## src/rtl/controlador_menu.sv

```systemverilog
// Menu navigation controller: browse/confirm FSM with wrapping cursor, idle timeout and action issue.
// Latency: every button pulse or timeout takes effect in the registered outputs one cycle after sampling.
// Backpressure: SEND holds acao/acao_valid frozen until acao_ready is sampled high; buttons are ignored meanwhile.
module controlador_menu #(
  parameter  int N_OPCOES = 4,
  parameter  int TIMEOUT  = 50_000_000,
  localparam int W        = $clog2(N_OPCOES)
) (
  input  logic         clk,
  input  logic         rst,
  input  logic         b_sel,
  input  logic         b_ok,
  input  logic         b_back,
  input  logic         acao_ready,
  output logic [1:0]   estado,
  output logic [W-1:0] cursor,
  output logic [W-1:0] acao,
  output logic         acao_valid
);

  // Idle counter only needs to reach TIMEOUT-1.
  localparam int CW = $clog2(TIMEOUT);

  typedef enum logic [1:0] {
    HOME = 2'd0,
    NAV  = 2'd1,
    CONF = 2'd2,
    SEND = 2'd3
  } state_t;

  state_t        state;
  logic [CW-1:0] idle_cnt;

  // Decoded helpers shared by NAV and CONF.
  logic          any_pulse;
  logic          idle_expired;
  logic          cursor_last;
  logic [W-1:0]  cursor_next;

  // Combinational helpers: timeout detection and wrapping cursor increment.
  always_comb begin
    any_pulse    = b_sel | b_ok | b_back;
    idle_expired = (idle_cnt == CW'(TIMEOUT - 1));
    cursor_last  = (cursor == W'(N_OPCOES - 1));
    cursor_next  = cursor_last ? '0 : cursor + W'(1);
  end

  // Single-process FSM: state, cursor, action register and idle counter all update here.
  always_ff @(posedge clk) begin
    if (rst) begin
      state      <= HOME;
      cursor     <= '0;
      acao       <= '0;
      acao_valid <= 1'b0;
      idle_cnt   <= '0;
    end else begin
      case (state)
        HOME: begin
          // Only select opens the menu; the cursor always restarts at the first entry.
          idle_cnt <= '0;
          if (b_sel) begin
            state  <= NAV;
            cursor <= '0;
          end
        end

        NAV: begin
          // Priority back > ok > sel; any pulse cancels a pending timeout.
          if (b_back) begin
            state    <= HOME;
            idle_cnt <= '0;
          end else if (b_ok) begin
            state    <= CONF;
            idle_cnt <= '0;
          end else if (b_sel) begin
            cursor   <= cursor_next;
            idle_cnt <= '0;
          end else if (idle_expired) begin
            state    <= HOME;
            idle_cnt <= '0;
          end else begin
            idle_cnt <= idle_cnt + CW'(1);
          end
        end

        CONF: begin
          // Select is ignored as a command but still counts as user activity.
          if (b_back) begin
            state    <= NAV;
            idle_cnt <= '0;
          end else if (b_ok) begin
            state      <= SEND;
            acao       <= cursor;
            acao_valid <= 1'b1;
            idle_cnt   <= '0;
          end else if (any_pulse) begin
            idle_cnt <= '0;
          end else if (idle_expired) begin
            state    <= HOME;
            idle_cnt <= '0;
          end else begin
            idle_cnt <= idle_cnt + CW'(1);
          end
        end

        SEND: begin
          // Hold the request until the pet-state logic takes it; no timeout here.
          idle_cnt <= '0;
          if (acao_ready) begin
            acao_valid <= 1'b0;
            state      <= HOME;
          end
        end

        default: begin
          state      <= HOME;
          acao_valid <= 1'b0;
          idle_cnt   <= '0;
        end
      endcase
    end
  end

  assign estado = state;

endmodule

```

## config.mk

```make
export PLATFORM = sky130hd
export DESIGN_NAME = controlador_menu
export DESIGN_NICKNAME = d
export VERILOG_FILES = /design/src/rtl/controlador_menu.sv
export SDC_FILE = /design/constraint.sdc
export NUM_CORES = 1
export LEC_CHECK = 0
export BUFFER_PORTS_ARGS = -buffer_cell sky130_fd_sc_hd__buf_2
export CORE_MARGIN = 1.5
export CORE_UTILIZATION = 50
export CTS_CLUSTER_DIAMETER = 50
export CTS_CLUSTER_SIZE = 8
export DETAILED_ROUTE_END_ITERATION = 8
export PLACE_DENSITY = 0.68
export SYNTH_ARGS = -nofsm -noshare
export SYNTH_HDL_FRONTEND = slang
export SYNTH_SLANG_ARGS = --single-unit
```

## constraint.sdc

```tcl
create_clock -name clk -period 3.05 [get_ports clk]
set_input_delay 0.1525 -clock clk [delete_from_list [all_inputs] [get_ports clk]]
set_output_delay 0.1525 -clock clk [all_outputs]
set_load 0.01 [all_outputs]
```

==> run_results.csv <==
group,metric,value,unit
route,route.detailed.drc,0,
cts,cts_buffer_depth,2,
timing,fmax,447,MHz
cts,h-tree-depth,2,
place,io_buffers,12,
timing,min_period_over_period,73.3,%
setup_path,arrival,2500,ps
synthesis,synth_cell_types,41,
timing,hold_slack,78.2,ps
floorplan,die_h,60.4,um
setup_path,critical_path.cell_chain,"ha_1, nand4_1, or4b_1, or4_1, a21oi_1",
power,ir_worst_vdd,201,uV
place,place.gp.congestion,0.843,
synthesis,synth_edf_count,0,
synthesis,ys.flop_type,"dfxtp_1",
floorplan,ioPinCount,13,
floorplan,initial_core_util,53.5,%
setup_path,crit_slowest_cell,"or4b_1",
route,wirelength,3360,um
global_routing,grt_pass1_wl,5580,um
setup_path,cp.depth,5,
floorplan,rows,20,
synthesis,postSynth.asyncResetShare,0,%
global_routing,grt_antenna_before_repair,0,
power,p_per_area,412,nW/um^2
place,dpl_worst_slack,875,ps
synthesis,synth_area,1650,um^2
power,comb_power_share,3.7,%
synthesis,ys_warn_count,0,
timing,slew_viol_final,0,
timing,finalWorstSetupSlack,815,ps
cts,post_cts_buffers,0,
synthesis,avgSynthCellArea,8.48,um^2
layout,layout_commonest_cell,"dfxtp_1",
cts,tritoncts,"yes",
synthesis,syn_inst,194,
route,wl_per_cell,13.4,um
timing,fin_tns_setup,0,ps
floorplan,core-area,3080,um^2
power,power_switching,0.000165,W
timing,rsz0062_at_grt,"false",
setup_path,required,3320,ps
setup_path,cp-end-kind,"register",
cts,clock_sinks,33,
layout,drive_above_1_share,14.5,%
timing,finClkSkew,6.37,ps
cts,worstSkewPairLatency,340,ps
route,first_pass_iters,4,
layout,num-fill-cells,303,
layout,nNetsFinal,214,
layout,stdcell_area,1810,um^2
global_routing,grt_pass1_vias,1265,
min_path,whs_path_depth,2,
timing,setup_viol,0,
cts,root_buffer,"clkbuf_4",
timing,finalHoldViolations,0,
cts,clk_pin_slew,100,ps
setup_path,crit_family,"simple AND/OR/NAND/NOR gates",
floorplan,die-area,3640,um^2
flow_run,maxCapViolations,0,
synthesis,synth-seq-cells,33,
setup_path,cp-start-kind,"register",
cts,hold_buffers,0,
global_routing,grt.total_usage,20.7,%
layout,diodes,0,
place,hpwl,2430,um
synthesis,yosysSeqAreaShare,40.2,%
setup_path,r2r_cells,5,
route,ant_nets,0,
synthesis,synth_fp_nets,202,
cts,cts_resized,0,
timing,worst_slew_pin_slew,422,ps
setup_path,max_stage_delay,690,ps
setup_path,path_buf_inv,0,
run_status,status,"finished clean",
global_routing,gr-total-overflow,0,
route,via_per_inst,5.75,
power,p_leak,0.590,nW
cts,cts_buffers,5,
global_routing,grt_max_degree,15,
power,power_frac_clock,37.5,%
route,drtIter0Drc,118,
power,switching_share,22.2,%
floorplan,die_w,60.4,um
setup_path,path_max_fanout,9,
setup_path,crit_type,"reg2reg",
min_path,min_path_type,"in2reg",
place,post_dp_cell_area,1740,um^2
timing,period_needed,2230,ps
route,vias,1443,
power,p_seq_share,58.9,%
layout,mostFrequentLayoutCells,"dfxtp_1 (33), nor2_1 (24), a21oi_1 (13)",
power,internal_power,0.000580,W
layout,syn2layout_area_growth,9.96,%
timing,relSlewSlack,71.8,%
==> through the flow <==
stage          power, W  util (%)  cells
2_1_floorplan  0.000466         -    194
3_3_place_gp   0.000475      56.5    243
3_5_place_dp   0.000476      56.5    243
4_1_cts        0.000754      58.8    251
5_1_grt        0.000776      58.8    251
6_report       0.000745      58.8    251
==> cells by family (layout without fill, tap and decap cells) <==
kind of cell	Yosys count	in the layout	share of synthesized area, %
and+or+nand+nor	92	92	32.2
AOI/OAI and AO/OA	34	34	12.5
DFF	33	33	40.2
buffers and inverters	15	28	3.57
xor gates and xnor gates	13	13	6.92
muxes	5	5	3.12
adders and majority gates	2	2	1.52
==> worst register-to-register path, stage by stage (launching register included) <==
cell     delay (ps)
dfxtp_1         410
ha_1            250
nand4_1         140
or4b_1          690
or4_1           520
a21oi_1         160
==> path summary, 6_finish.rpt <==
path / start / endpoint / slack [ps]
max: idle_cnt[0] / idle_cnt[24] / 820
min: rst / cursor[0] / 80
max reg2reg: idle_cnt[0] / idle_cnt[24] / 820
min reg2reg: idle_cnt[0] / idle_cnt[0] / 500
==> synth_stat cells (all sizes together), types with 3 or more instances <==
cell type | count | area share (%)
o31ai | 6 | 2.7
and4b | 3 | 1.8
nor3 | 4 | 1.2
nand2 | 8 | 1.8
o21ai | 8 | 2.4
clkbuf | 7 | 1.6
or4 | 7 | 3.2
or3 | 4 | 1.6
inv | 6 | 1.4
and3 | 4 | 1.6
xnor2 | 6 | 3.2
nand4 | 10 | 3.8
a21oi | 13 | 4.0
nand3 | 12 | 3.7
nor2 | 24 | 5.5
dfxtp | 33 | 40
and4 | 4 | 2.3
mux2i | 4 | 2.4
xor2 | 7 | 3.7
==> power groups by stage <==
stage | combinational, W | clock [W] | sequential, W
floorplan | 0.0000193 | 0 | 0.000446
global placement | 0.0000267 | 0 | 0.000448
detailed placement | 0.0000277 | 0 | 0.000449
CTS | 0.0000279 | 0.000288 | 0.000439
global route | 0.0000314 | 0.000305 | 0.000440
finish | 0.0000275 | 0.000279 | 0.000439
==> state kept, by name, indices dropped and copies added (netlist names) <==
register and flops:
idle_cnt 26, acao 2, cursor 2, estado 2, acao_valid 1
==> final cells by class <==
| cell class | count | area, um^2 | area share, % |
|---|---|---|---|
| Multi-Input combinational cell | 146 | 926 | 51.2 |
| Sequential cell | 33 | 661 | 36.5 |
| Timing Repair Buffer | 14 | 75.1 | 4.15 |
| Clock buffer | 7 | 65.1 | 3.60 |
| Tap cell | 44 | 55.1 | 3.04 |
| Inverter | 6 | 22.5 | 1.24 |
| Clock inverter | 1 | 5.00 | 0.277 |
==> per-layer routing <==
layer	global-route usage, %	part of all wire [%]
met1	26.2	47
met5	0	0
met4	10.2	1.5
met2	32.9	47
met3	5.12	4.1
No activity file was read; power rests on OpenSTA's default activity.
